File: src/rtl/tree_result_acc.sv
// Aligns a valid flag with the adder tree's fixed latency and accumulates a programmed
// number of tree results into one wide total. Define TREE_RESULT_ACC_SAT_EN to saturate on overflow.
module tree_result_acc #(
    parameter int ACC_BW   = 32,
    parameter int OUT_BW   = 40,
    parameter int TREE_LAT = 3,
    parameter int LEN_BW   = 16
) (
    input  logic              clk,
    input  logic              rst,
    input  logic              start,
    input  logic [LEN_BW-1:0] cfg_len,
    output logic              busy,
    input  logic              in_valid,
    input  logic [ACC_BW-1:0] tree_sum,
    output logic [OUT_BW-1:0] out_data,
    output logic              out_valid,
    input  logic              out_ready,
    output logic              overrun,
    output logic              ovf
);

    typedef enum logic [1:0] {
        IDLE = 2'd0,
        ACC  = 2'd1,
        DONE = 2'd2
    } state_t;

    state_t              state;
    logic [TREE_LAT-1:0] v_pipe;
    logic                v_al;
    logic [OUT_BW-1:0]   acc;
    logic [OUT_BW-1:0]   acc_next;
    logic [OUT_BW:0]     sum_ext;
    logic                carry;
    logic [LEN_BW-1:0]   cnt;
    logic [LEN_BW-1:0]   len;
    logic                last;
    logic                take_start;

    assign v_al = v_pipe[TREE_LAT-1];
    assign last = (cnt == len - LEN_BW'(1));

    // A start is honoured from IDLE, or from DONE when the result is handed off that cycle.
    assign take_start = start && (cfg_len != '0) &&
                        ((state == IDLE) || ((state == DONE) && out_ready));

    // NOTE: every always_comb output is assigned on all paths so no latch is inferred.
    always_comb begin
        sum_ext = {1'b0, acc} + {{(OUT_BW + 1 - ACC_BW){1'b0}}, tree_sum};
        carry   = sum_ext[OUT_BW];
`ifdef TREE_RESULT_ACC_SAT_EN
        acc_next = carry ? {OUT_BW{1'b1}} : sum_ext[OUT_BW-1:0];
`else
        acc_next = sum_ext[OUT_BW-1:0];
`endif
    end

    // NOTE: sequential state uses non-blocking assignments only, so all registers update together.
    always_ff @(posedge clk) begin
        if (rst) begin
            v_pipe    <= '0;
            state     <= IDLE;
            acc       <= '0;
            cnt       <= '0;
            len       <= '0;
            out_data  <= '0;
            out_valid <= 1'b0;
            busy      <= 1'b0;
            overrun   <= 1'b0;
            ovf       <= 1'b0;
        end else begin
            v_pipe[0] <= in_valid;
            for (int i = 1; i < TREE_LAT; i++) begin
                v_pipe[i] <= v_pipe[i-1];
            end

            if (take_start) begin
                state     <= ACC;
                len       <= cfg_len;
                acc       <= '0;
                cnt       <= '0;
                ovf       <= 1'b0;
                overrun   <= v_al;
                out_valid <= 1'b0;
                busy      <= 1'b1;
            end else begin
                case (state)
                    IDLE: begin
                        if (v_al) overrun <= 1'b1;
                    end
                    ACC: begin
                        if (v_al) begin
                            acc <= acc_next;
                            cnt <= cnt + LEN_BW'(1);
                            if (carry) ovf <= 1'b1;
                            if (last) begin
                                state     <= DONE;
                                out_data  <= acc_next;
                                out_valid <= 1'b1;
                            end
                        end
                    end
                    DONE: begin
                        if (v_al) overrun <= 1'b1;
                        if (out_ready) begin
                            state     <= IDLE;
                            out_valid <= 1'b0;
                            busy      <= 1'b0;
                        end
                    end
                    default: begin
                        state     <= IDLE;
                        out_valid <= 1'b0;
                        busy      <= 1'b0;
                    end
                endcase
            end
        end
    end

endmodule

File: config.mk
export PLATFORM = sky130hd
export DESIGN_NAME = tree_result_acc
export DESIGN_NICKNAME = d
export VERILOG_FILES = /design/src/rtl/tree_result_acc.sv
export SDC_FILE = /design/constraint.sdc
export NUM_CORES = 1
export LEC_CHECK = 0
export CAP_MARGIN = 20
export CORE_MARGIN = 2
export CORE_UTILIZATION = 45
export CTS_BUF_LIST = sky130_fd_sc_hd__clkbuf_4
export CTS_CLUSTER_DIAMETER = 200
export CTS_CLUSTER_SIZE = 10
export DETAILED_ROUTE_END_ITERATION = 12
export PLACE_DENSITY = 0.68
export SYNTH_ARGS = -nofsm -noshare
export SYNTH_HDL_FRONTEND = slang
export SYNTH_SLANG_ARGS = --single-unit
File: constraint.sdc
create_clock -name clk -period 3.92 [get_ports clk]
set_clock_uncertainty 0.1 [all_clocks]
set_input_delay 0.98 -clock clk [delete_from_list [all_inputs] [get_ports clk]]
set_output_delay 0.98 -clock clk [all_outputs]
set_load 0.02 [all_outputs]
### Yosys cells after proc, flatten, opt, wreduce, memory -nomap -nowiden

Index checks and enable logic that the tools add are counted.

* register bits after elaboration: 121
* bits in latches: 0
* RAM bits: 0
* ROM bits: 0
* input port bits: 53
* word-level logic and storage cells: 59
* memories: 0

* $add $sub $neg: 3
* $mul: 0
* div/mod/pow operators: 0
* $lt $le $gt $ge: 0
* eq/ne operators: 11
* shift-type cells: 0
* mux-type cells: 14
* bitwise operators: 2
* reduce and logical (&&, ||, !) cells: 18

Operators with widths (count)
* $add A40 B32 Y41: 1
* $add A16 B1 Y16 const B: 1
* $eq A16 B16 Y1: 1
* $reduce_bool A16 Y1: 1
* $sub A16 B1 Y16 const B: 1
* $reduce_and A4 Y1: 3
* $ne A3 B3 Y1 const B: 3
* $mux W1: 8
* $ne A2 B2 Y1 const B: 4
* $mux W2: 3
* $pmux W2 S3: 1
* $reduce_and A2 Y1: 3
* $reduce_or A2 Y1: 3
* $reduce_bool A2 Y1: 2
* $logic_and A1 B1 Y1: 3
* $pmux W1 S3: 1
* $reduce_and A3 Y1: 1
* $eq A2 B1 Y1 const B: 1
* $eq A2 B2 Y1 const B: 1
* $logic_not A2 Y1: 1
* $ne A2 B1 Y1 const B: 1
* $not A1 Y1: 2
* $pmux W1 S2: 1
* $logic_or A1 B1 Y1: 1

### Depth between registers and ports, before layout

Gate-level depths: netlist of run 1.

* word-level depth: 6
* gate-level depth with buffers: 12
* gate-level depth less buffers: 11

### Worst setup path after synthesis of run 1

Ideal clock, no wire load.

* path type: input to register
* start: input tree_sum[0]
* end: register out_data[36]
* library setup time: 0.086 ns
* data arrival time: 3.373 ns
* required time: 3.734 ns
* setup slack: 0.362 ns
* stages: 11
* cell sequence: ha_1 > inv_1 > fa_1 > nor2b_1 > o2111ai_1 > a211oi_1 > o311a_1 > o311ai_1 > a21boi_0 > xnor2_1 > a211oi_1

* longest elaborated chain between the ends: 1

RTL lines
* start: declaration: RTL line 15 `input logic [ACC_BW-1:0] tree_sum,`
* $add A40 B32 Y41: RTL line 50 `sum_ext = {1'b0, acc} + {{(OUT_BW + 1 - ACC_BW){1'b0}}, tree_sum};`
* end signal: assignment: RTL line 99 `out_data <= acc_next;`
* end: declaration: RTL line 16 `output logic [OUT_BW-1:0] out_data,`

No other way between the ends.
A chain may end at the register's enable or synchronous reset.

### Final worst setup path of run 1

* start: input tree_sum[0]
* end: register acc[38]

* longest elaborated chain between the ends: 1

RTL lines
* $add A40 B32 Y41: RTL line 50
* end signal: assignment: RTL line 94 `acc <= acc_next;`
* end: declaration: RTL line 32 `logic [OUT_BW-1:0] acc;`

No other way between the ends.

==> flow_metrics.env, run 1 <==
export IMPL_hold_end="v_pipe[2]$_SDFF_PP0_"
export IMPL_reg2reg_slack_ps=340
export IMPL_power_frac_clock_pct=32.9
export IMPL_setup_violations=0
export IMPL_synth_xor_area_share_pct=8.83
export IMPL_crit_slowest_cell="clkdlybuf4s50_1"
export IMPL_yosysWarnings=0
export IMPL_finalCritPeriodShare_pct=91.5
export IMPL_relSlewSlack_pct=49.5
export IMPL_total_power_w=0.00237
export IMPL_hp_start="v_pipe[1]$_SDFF_PP0_"
export IMPL_crit_path_max_fanout=6
export IMPL_die_y_um=128
export IMPL_crit_top_cell="buf_4"
export IMPL_cts_root_buffer_cell="clkbuf_4"
export IMPL_syn_area_per_cell_um2=8.15
export IMPL_ant_nets=0
export IMPL_synth_top_family_by_area="simple AND/OR/NAND/NOR gates"
export IMPL_grt_total_usage_pct=21.8
export IMPL_antenna_found_initial=1
export IMPL_yosys_area_share_simple_pct=20.7
export IMPL_reg2reg_depth=11
export IMPL_critPathKind="input port to register"
export IMPL_synthAdderAreaFrac_pct=6.41
export IMPL_grt_max_degree=44
export IMPL_cp_arrival_ps=3900
export IMPL_finalHoldViolations=0
export IMPL_r2r_start="len[0]$_SDFFE_PP0P_"
export IMPL_mappedNetlistNets=940
export IMPL_async_reset_ff_share_pct=0
export IMPL_cts_resized_gates=0
export IMPL_leakage_nw=3.34
export IMPL_yosysUniqueCellTypes=62
export IMPL_min_path_cells=1
export IMPL_switchingPower_w=0.000660
export IMPL_gp_congestion=0.867
export IMPL_pwr_share_comb_pct=14.3
export IMPL_synthMuxAreaShare_pct=6.81
export IMPL_synth_top_area_cell="dfxtp_1"
export IMPL_holdBufCountCts=0
export IMPL_synth_top_cell_area_share_pct=34.6
export IMPL_yosys_register_bits=120
export IMPL_wl_mm=17.6
export IMPL_synth_ff_type="dfxtp_1"
export IMPL_cts_path_max_buffers=2
export IMPL_io_pins=97
export IMPL_worst_path_stages=15
export IMPL_grt_overflow_total=0
export IMPL_grt_pass1_wl_mm=28.9
export IMPL_post_route_min_period_ps=3590
export IMPL_sw_frac_of_total_pct=27.8
export IMPL_drc_errors=0
export IMPL_synth_most_common_cell="dfxtp_1"
export IMPL_viasPerCell=5.44
export IMPL_numCtsBuffers=17
export IMPL_area_delta_synth_final_pct=23.5
export IMPL_cap_violations=0
export IMPL_clock_sinks=120
export IMPL_r2r_end="out_data[13]$_SDFFE_PP0P_"
export IMPL_finalNetCount=1063
export IMPL_cpPeakStageDelay_ps=460
export IMPL_clk_latency_ps=550
export IMPL_numPortBuffers=96
export IMPL_rows=45
export IMPL_dp_hpwl_mm=12.9
export IMPL_wire_per_inst_um=15.0
export IMPL_core_um2=15100
export IMPL_worstMarginPinSlew_ps=751
export IMPL_hold_path_class="register to register"
export IMPL_dieArea_um2=16400
export IMPL_required_ps=4240
export IMPL_drt_iter0_markers=328
export IMPL_chipWidth_um=128
export IMPL_via_count=6397
export IMPL_seqPwrFrac_pct=52.8
export IMPL_dr_pass1_iters=5
export IMPL_vdd_drop_max_uv=183
export IMPL_synthCells=852
export IMPL_start_util_pct=45.9
export IMPL_crit_family="buffers and inverters"
export IMPL_ys_seq_area_share_pct=34.6
export IMPL_drive_gt1_share_pct=9.22
export IMPL_synth_compound_area_share_pct=19.0
export IMPL_post_cts_buffers=0
export IMPL_path_clk_slew_ps=110
export IMPL_cell_internal_pwr_w=0.00171
export IMPL_tns_ps=0
export IMPL_rsz0062_at_grt="false"
export IMPL_htreeDepth=4
export IMPL_crit_chain="clkdlybuf4s50_1 -> ha_1 -> inv_1 -> fa_1 -> nor2b_1 -> o2111ai_1 -> a211oi_1 -> buf_4 -> o311a_1 -> o311ai_1 -> buf_4 -> buf_4 -> a211oi_1 -> xnor2_1 -> nor2_1"
export IMPL_worst_setup_path_end_kind="register"
export IMPL_status="finished, final reports clean"
export IMPL_slew_violations=0
export IMPL_first_global_vias=5984
export IMPL_start_kind="input port"
export IMPL_fillers=1453
export IMPL_cp_num_buf_inv=5
export IMPL_power_density_nw_per_um2=277
export IMPL_synth_edff_count=0
export IMPL_ys_top_cells_by_count="120 x dfxtp_1, 102 x nand2_1, 101 x nor2_1, 77 x a21oi_1, 45 x mux2i_1"
export IMPL_cts_tree="yes"
export IMPL_ys_top_cells_by_area="dfxtp_1 35%, mux2i_1 6.5%, ha_1 6.1%, a21oi_1 5.5%, nand2_1 5.5%"
export IMPL_fmax_ghz=0.279
export IMPL_synth_area_um2=6950
==> stage by stage <==
step / cell area (um2) / instances / util (%) / hold slack (ps) / setup WS (ps)
2_1_floorplan: 6950 / 852 / - / 314 / 362
3_3_place_gp: 8340 / 1144 / 55.1 / 320 / -194
3_5_place_dp: 8340 / 1144 / 55.1 / 336 / -232
4_1_cts: 8580 / 1175 / 56.6 / 349 / 354
5_1_grt: 8580 / 1176 / 56.6 / 359 / 65.4
6_report: 8580 / 1176 / 56.6 / 346 / 333
==> flip-flops by register name, summed over array words and instances, names as in the netlist <==
signal,count
acc,40
out_data,40
cnt,16
len,16
v_pipe,3
busy,1
out_valid,1
overrun,1
ovf,1
state,1
==> layout make-up <==
cell class | count | area (um2) | share of cell area, %
sequential | 120 | 2400 | 28.0
clock buffer | 20 | 150 | 1.75
timing repair buffer | 145 | 1320 | 15.4
antenna | 1 | 2.50 | 0.0292
tap | 188 | 235 | 2.74
clock inverter | 11 | 83.8 | 0.977
multi-input combinational | 670 | 4300 | 50.1
inverter | 21 | 78.8 | 0.919
==> cell usage in the layout (no fill, tap or decap), drive strengths merged, types with 5 or more instances in the layout <==
| cell | n |
|---|---|
| a31oi | 7 |
| nor3b | 5 |
| nand3 | 12 |
| and3 | 10 |
| clkbuf | 20 |
| o22ai | 5 |
| clkinv | 7 |
| a21oi | 77 |
| nand4 | 10 |
| nor2b | 9 |
| nor2 | 101 |
| clkdlybuf4s50 | 95 |
| and2 | 6 |
| a211oi | 24 |
| nand2 | 102 |
| inv | 21 |
| dfxtp | 120 |
| nand2b | 6 |
| buf | 50 |
| and4 | 5 |
| o21a | 5 |
| nor4 | 10 |
| xor2 | 32 |
| mux2i | 45 |
| o21bai | 5 |
| o211ai | 6 |
| xnor2 | 38 |
| ha | 34 |
| nor3 | 16 |
| a21o | 14 |
| o2111ai | 5 |
| o21ai | 36 |
| or3 | 5 |
==> worst reg2reg max path, cell delays in order (launching register included) <==
cell and delay (ps):
dfxtp_1 380, inv_1 80, ha_1 270, nor3b_1 520, nand2_1 200, or3_1 370
xnor2_1 130, or4_4 570, nor3_4 140, buf_4 400, mux2i_1 260, nor2_1 50
==> per-layer routing <==
metal | global-route usage [%] | vias to the layer above | wire [um]
met1 | 29.6 | 2970 | 8720
met5 | 0 | - | 0
met4 | 7.11 | 0 | 208
met2 | 34.8 | 135 | 7860
li1 | - | 3275 | -
met3 | 4.30 | 17 | 806
==> logic make-up (layout without fill, tap and decap cells) <==
family	after synthesis	after routing
compound gates	210	210
xor+xnor	70	70
fa+ha+maj	35	35
buf+inv	62	197
flops	120	120
mux	47	47
other cells	0	1
simple gates	308	308
==> worst max path at each step <==
stage / to / from / slack [ps]
4_1_cts: out_data[13]$_SDFFE_PP0P_ / len[0]$_SDFFE_PP0P_ / 350
2_1_floorplan: out_data[36]$_SDFFE_PP0P_ / tree_sum[0] / 360
6_report: acc[38]$_SDFFE_PP0P_ / tree_sum[0] / 330
5_1_grt: out_data[2]$_SDFFE_PP0P_ / len[0]$_SDFFE_PP0P_ / 70
3_5_place_dp: acc[34]$_SDFFE_PP0P_ / tree_sum[0] / -230
3_3_place_gp: acc[38]$_SDFFE_PP0P_ / tree_sum[0] / -190
==> power groups by stage <==
stage	logic (W)	clock network, W	registers, W
2_1_floorplan	0.000203	0	0.00128
5_1_grt	0.000372	0.000861	0.00126
6_report	0.000340	0.000781	0.00125
4_1_cts	0.000340	0.000813	0.00125
3_5_place_dp	0.000337	0	0.00128
3_3_place_gp	0.000334	0	0.00128
Power figures use the tool's default switching activity.
==> run 2, diff against run 1 <==
==> constraint.sdc (replaced) <==
create_clock -name clk -period 3.92 [get_ports clk]
set_clock_uncertainty 0.1 [all_clocks]
set_input_delay 0.588 -clock clk [delete_from_list [all_inputs] [get_ports clk]]
set_output_delay 0.588 -clock clk [all_outputs]
set_load 0.02 [all_outputs]
==> run 2 against run 1 <==
Non-clock buffer count fell by 33. Via count is 2.0% lower. First-iteration DRC count grew 22%. Hold slack better by 13 ps. Core utilization is 1.8 points lower. Critical endpoint is now out_data[11]$_SDFFE_PP0P_. Highest routed layer unchanged.
==> flow_metrics.env, run 2 (synthesized netlist as in run 1, its figures left out) <==
export IMPL_crit_chain="inv_1 -> ha_1 -> nor3b_1 -> nand2_1 -> or3_1 -> xnor2_1 -> or4_4 -> nor3_4 -> buf_12 -> mux2i_1 -> nor2_1"
export IMPL_grt_pass1_wl_mm=28.5
export IMPL_holdBufCountCts=0
export IMPL_clk_latency_ps=520
export IMPL_dr_pass1_iters=4
export IMPL_power_density_nw_per_um2=272
export IMPL_cap_violations=0
export IMPL_leakage_nw=3.16
export IMPL_finalHoldViolations=0
export IMPL_cts_root_buffer_cell="clkbuf_4"
export IMPL_reg_top3="acc: 40 flops, out_data: 40 flops"
export IMPL_path_clk_slew_ps=100
export IMPL_r2r_start="len[0]$_SDFFE_PP0P_"
export IMPL_numPortBuffers=96
export IMPL_area_delta_synth_final_pct=19.5
export IMPL_reg2reg_depth=11
export IMPL_cts_resized_gates=0
export IMPL_setup_violations=0
export IMPL_rsz0062_at_grt="false"
export IMPL_cts_path_max_buffers=2
export IMPL_min_path_cells=2
export IMPL_mostFrequentLayoutCells="120 x dfxtp_1, 101 x nand2_1, 101 x nor2_1"
export IMPL_hp_start="out_data[21]$_SDFFE_PP0P_"
export IMPL_via_count=6271
export IMPL_drive_gt1_share_pct=5.78
export IMPL_layout_commonest_cell="dfxtp_1"
export IMPL_worstMarginPinSlew_ps=885
export IMPL_die_y_um=128
export IMPL_viasPerCell=5.50
export IMPL_wire_per_inst_um=15.4
export IMPL_start_util_pct=45.9
export IMPL_finalNetCount=1030
export IMPL_crit_slowest_cell="or4_4"
export IMPL_drc_errors=0
export IMPL_grt_total_usage_pct=21.6
export IMPL_status="finished, final reports clean"
export IMPL_critPathKind="register to register"
export IMPL_tns_ps=0
export IMPL_gp_congestion=0.846
export IMPL_rows=45
export IMPL_vdd_drop_max_uv=158
export IMPL_dp_hpwl_mm=12.5
export IMPL_total_power_w=0.00226
export IMPL_io_pins=97
export IMPL_fmax_ghz=0.284
export IMPL_drt_iter0_markers=400
export IMPL_r2r_end="out_data[11]$_SDFFE_PP0P_"
export IMPL_cpPeakStageDelay_ps=570
export IMPL_cp_arrival_ps=3800
export IMPL_crit_path_max_fanout=30
export IMPL_relSlewSlack_pct=40.8
export IMPL_ant_nets=0
export IMPL_cts_tree="yes"
export IMPL_htreeDepth=4
export IMPL_wl_mm=17.6
export IMPL_worst_setup_path_end_kind="register"
export IMPL_hold_end="out_data[21]$_SDFFE_PP0P_"
export IMPL_post_cts_buffers=0
export IMPL_grt_max_degree=59
export IMPL_dieArea_um2=16400
export IMPL_post_route_min_period_ps=3520
export IMPL_core_um2=15100
export IMPL_reg2reg_slack_ps=400
export IMPL_start_kind="register"
export IMPL_finalCritPeriodShare_pct=89.9
export IMPL_antenna_found_initial=1
export IMPL_grt_overflow_total=0
export IMPL_slew_violations=0
export IMPL_clock_sinks=120
export IMPL_required_ps=4200
export IMPL_first_global_vias=5818
export IMPL_numCtsBuffers=17
export IMPL_hold_path_class="register to register"
export IMPL_chipWidth_um=128
run 2: changes by cell type in the layout (fill, tap and decap cells not counted), sizes merged:
cell / before / now
buf: 50 / 17
clkinvlp: 3 / 1
bufinv: 1 / 0
clkbuf: 20 / 21
clkinv: 7 / 6
run 2: worst max path at each step:
stage                                   start                   endpoint
after floorplan                   tree_sum[0]  out_data[36]$_SDFFE_PP0P_
after global placement            tree_sum[0]       acc[34]$_SDFFE_PP0P_
after detailed placement          tree_sum[0]       acc[34]$_SDFFE_PP0P_
after CTS                 len[0]$_SDFFE_PP0P_   out_data[5]$_SDFFE_PP0P_
after global routing      len[0]$_SDFFE_PP0P_   out_data[1]$_SDFFE_PP0P_
final                     len[0]$_SDFFE_PP0P_  out_data[11]$_SDFFE_PP0P_
run 2: critical path: cells and delay by family (launching register included):
kind | cells | cell delay [ps]
DFF | 1 | 370
xor gates and xnor gates | 1 | 130
muxes | 1 | 220
and+or+nand+nor | 6 | 1900
adders and majority gates | 1 | 270
buffers and inverters | 2 | 360
run 2: cell type report:
type / count / area [um2]
repair buffers: 112 / 1090
inverters: 21 / 78.8
diodes: 1 / 2.50
flip-flops and latches: 120 / 2400
fillers: 1486 / 6850
well taps: 188 / 235
clock inverters: 7 / 33.8
clock buffers: 21 / 158
multi-input cells: 670 / 4300
run 2: report_power, final:
group	internal, W	total, W	switching (W)	leakage, nW
logic	0.000145	0.000320	0.000175	2.08
clock network	0.000255	0.000686	0.000431	0.113
registers	0.00123	0.00125	0.0000200	0.970
run 2: per-layer routing:
layer | up-vias | track usage (%) | wire length (um)
li1 | 3205 | - | -
met1 | 2918 | 29.6 | 8660
met2 | 131 | 34.0 | 7850
met3 | 17 | 4.88 | 761
met4 | 0 | 6.53 | 289
met5 | - | 0 | 0
run 2: per-stage QoR:
stage | utilization [%] | hold slack [ps] | instances | cell area, um2 | setup slack (ps)
floorplan | - | 314 | 852 | 6950 | 754
global placement | 53.5 | 343 | 1111 | 8110 | 265
detailed placement | 53.5 | 338 | 1111 | 8110 | 203
CTS | 54.8 | 359 | 1139 | 8300 | 410
global route | 54.8 | 369 | 1140 | 8300 | 132
finish | 54.8 | 359 | 1140 | 8300 | 397
==> run 3, diff against run 2 <==
--- a/config.mk
+++ b/config.mk
@@ -13,6 +13,8 @@
 export CTS_CLUSTER_SIZE = 10
 export DETAILED_ROUTE_END_ITERATION = 12
 export PLACE_DENSITY = 0.68
+export SKIP_CTS_REPAIR_TIMING = 1
+export SKIP_LAST_GASP = 1
 export SYNTH_ARGS = -nofsm -noshare
 export SYNTH_HDL_FRONTEND = slang
 export SYNTH_SLANG_ARGS = --single-unit
==> results of run 3 <==
The final DEF is identical to that of run 2; final timing and power are the same.
==> edit: new RTL, flow settings as in run 2 <==
Change the parameter `LEN_BW` from 16 to 8.
--- a/src/rtl/tree_result_acc.sv
+++ b/src/rtl/tree_result_acc.sv
@@ -5,5 +5,5 @@
     parameter int OUT_BW   = 40,
     parameter int TREE_LAT = 3,
-    parameter int LEN_BW   = 16
+    parameter int LEN_BW   = 8
 ) (
     input  logic              clk,
Interface: changed (resized cfg_len); port bits go from 97 to 89. The function was not compared with the original's and may differ.
==> edit against run 2 <==
Total power down 17%; setup slack better by 0.28 ns; synthesized area down 15%; routed wire length down 19%; sequential share of layout area up 0.62 points; sequential cell count down 16; via count down 18%; count of clock-buffer cells in the layout down 12; combinational power down 26%; first-iteration DRC count down 31%; final area down 15%.
==> edit: results (changes against run 2) <==
| Metric | Value |
|---|---|
| Worst skew pair latency | `0.48 ns (-0.04 ns)` |
| Hold path endpoint | `v_pipe[2]` |
| Area contributors post-synth | `dfxtp_1 (35%), ha_1 (7.2%), mux2i_1 (5.9%)` |
| Register area share after synthesis | `35.3% (+0.74 points)` |
| N_diodes | `0 (-1)` |
| Fin nets | `854 (-17%)` |
| Clock transition at the registers of the reported paths | `0.16 ns (+0.06 ns)` |
| Arr. time, crit path | `3.51 ns (-0.29 ns)` |
| CP Max Fanout | `3 (-90%)` |
| FILL cells | `1245 (-16%)` |
| Total CTS buffers | `9 (-8)` |
| Biggest regs | `acc x40, out_data x40` |
| Gr usage total | `20.5% (-1.1 points)` |
| Reg2reg start | `acc[0]` |
| Outcome | `finished, final reports clean` |
| WL/cell | `14.9 µm (-3.3%)` |
| H-tree Lvls | `3 (-1)` |
| DR pass1 iterations | `5 (+1)` |
| FFs w/ async S/R, synth | `0% (unchanged)` |
| Postcts setup bufs | `0 (unchanged)` |
| Compound-Gate Fraction of Synth Area | `18.9% (-0.10 points)` |
| Vias | `5153 (-18%)` |
| Hold Crit Start | `v_pipe[1]` |
| Synth warn | `0 (unchanged)` |
| Number of I/O port buffers | `88 (-8.3%)` |
| Placed insts | `935 (-16%)` |
| Number of global-route vias before repair | `4896 (-16%)` |
| Reg2Reg Setup Slack | `0.86 ns (+0.46 ns)` |
| Hpwl dp | `10400 µm (-17%)` |
| Iteration-0 DRC Markers | `277 (-31%)` |
| First-pass GRT wire length | `23800 µm (-17%)` |
| Pre-CTS setup slack | `0.177 ns (-0.0261 ns)` |
| Post-Synth XOR/XNOR Area | `8.62% (-0.21 points)` |
| Mapped Nets | `783 (-17%)` |
| Hold Path Stages | `1 (-1)` |
| R2R cell count | `11 (unchanged)` |
| Most instantiated cells after synthesis | `dfxtp_1 (104), nand2_1 (90), nor2_1 (75), a21oi_1 (68), mux2i_1 (35)` |
| Slew Limit Headroom | `59.0% (+18 points)` |
| Tightest Hold Check Type | `reg -> reg` |
| Post-Synth Adder-Cell Area | `7.56% (+1.1 points)` |
| PostCTS Resize Cnt | `0 (unchanged)` |
| Layout cell share with drive strength beyond 1 | `6.55% (+0.76 points)` |
| Max clock buf depth | `2 (unchanged)` |
| Largest net degree at the start of global routing | `57 (-3.4%)` |
| Yosys top cell by area | `dfxtp_1` |
| Initial antenna violation count | `0 (-1)` |
| Layout Cells excl Fill | `951 (-17%)` |
| FF-to-FF End | `out_data[30]` |
| Clk root buf | `clkbuf_4` |
| Mean Syn Cell Area | `8.38 µm² (+2.8%)` |
| Synth cell types | `64 (+3.2%)` |
| Post-synthesis mux area share | `5.94% (-0.86 points)` |
| Gp weighted congestion | `0.913 (+7.9%)` |
| Max IR drop VDD | `0.131 mV (-17%)` |
| Leakage | `2.63 nW (-17%)` |
[edit: changes by cell type in the layout (fill, tap and decap cells not counted), sizes merged, moves of 9 or more]
| cell | delta |
|---|---|
| nand2 | -11 |
| mux2i | -10 |
| inv | -9 |
| nor2 | -26 |
| nand3 | +10 |
| nor3 | -9 |
| a211oi | -9 |
| dfxtp | -16 |
| clkbuf | -12 |
| xnor2 | -9 |
[edit: worst max-delay path by stage]
stage | from | to | slack (ns) | cells past startpoint
after floorplan | tree_sum[0] | out_data[30] | 0.92 | 11
after global placement | tree_sum[0] | acc[34] | 0.22 | 12
after detailed placement | tree_sum[0] | out_data[30] | 0.18 | 12
after CTS | tree_sum[0] | out_data[30] | 0.70 | 12
after global routing | tree_sum[0] | acc[28] | 0.50 | 12
final | tree_sum[0] | out_data[30] | 0.68 | 12
[edit: layout make-up]
class / count / area [µm²] / share of cell area, %
inverter: 10 / 37.5 / 0.533
clock buffer: 9 / 67.6 / 0.959
multi-input combinational: 552 / 3610 / 51.3
timing repair buffer: 97 / 956 / 13.6
sequential: 104 / 2080 / 29.6
clock inverter: 7 / 70.1 / 0.995
tap: 172 / 215 / 3.06
[edit: metrics by stage]
step | total power, mW | hold slack, ns | utilization (%) | area [µm²]
after floorplan | 1.25 | 0.314 | - | 5890
after CTS | 1.90 | 0.366 | 55.4 | 7040
final | 1.88 | 0.364 | 55.4 | 7040
after global placement | 1.33 | 0.319 | 54.3 | 6910
after detailed placement | 1.34 | 0.332 | 54.3 | 6910
after global routing | 1.96 | 0.373 | 55.4 | 7040
[edit: cells by family after synthesis]
logic type	count (synthesis)
and+or+nand+nor	253
AOI/OAI and AO/OA	171
DFF	104
xor gates and xnor gates	58
buffers and inverters	47
muxes	35
adders and majority gates	35
[edit: worst max-delay path: stages]
cell,delay [ns]
clkdlybuf4s50_1,0.46
ha_1,0.21
fa_1,0.26
a21oi_2,0.08
o211a_1,0.26
or3_4,0.41
a211oi_4,0.34
o21ai_2,0.13
o31ai_2,0.32
a31oi_1,0.14
xor2_1,0.20
o22ai_1,0.10
[edit: power by group]
| group | internal (mW) | leakage, nW | switching, mW |
|---|---|---|---|
| clock network | 0.195 | 0.0680 | 0.374 |
| registers | 1.07 | 0.840 | 0.00989 |
| logic | 0.108 | 1.72 | 0.129 |
[edit: routing by layer]
layer / up-vias / GRT usage (%) / routed length [µm]
met2: 124 / 32.4 / 6460
met3: 15 / 3.76 / 650
met4: 0 / 6.47 / 193
met1: 2403 / 28.4 / 6870
li1: 2611 / - / -
met5: - / 0 / 0
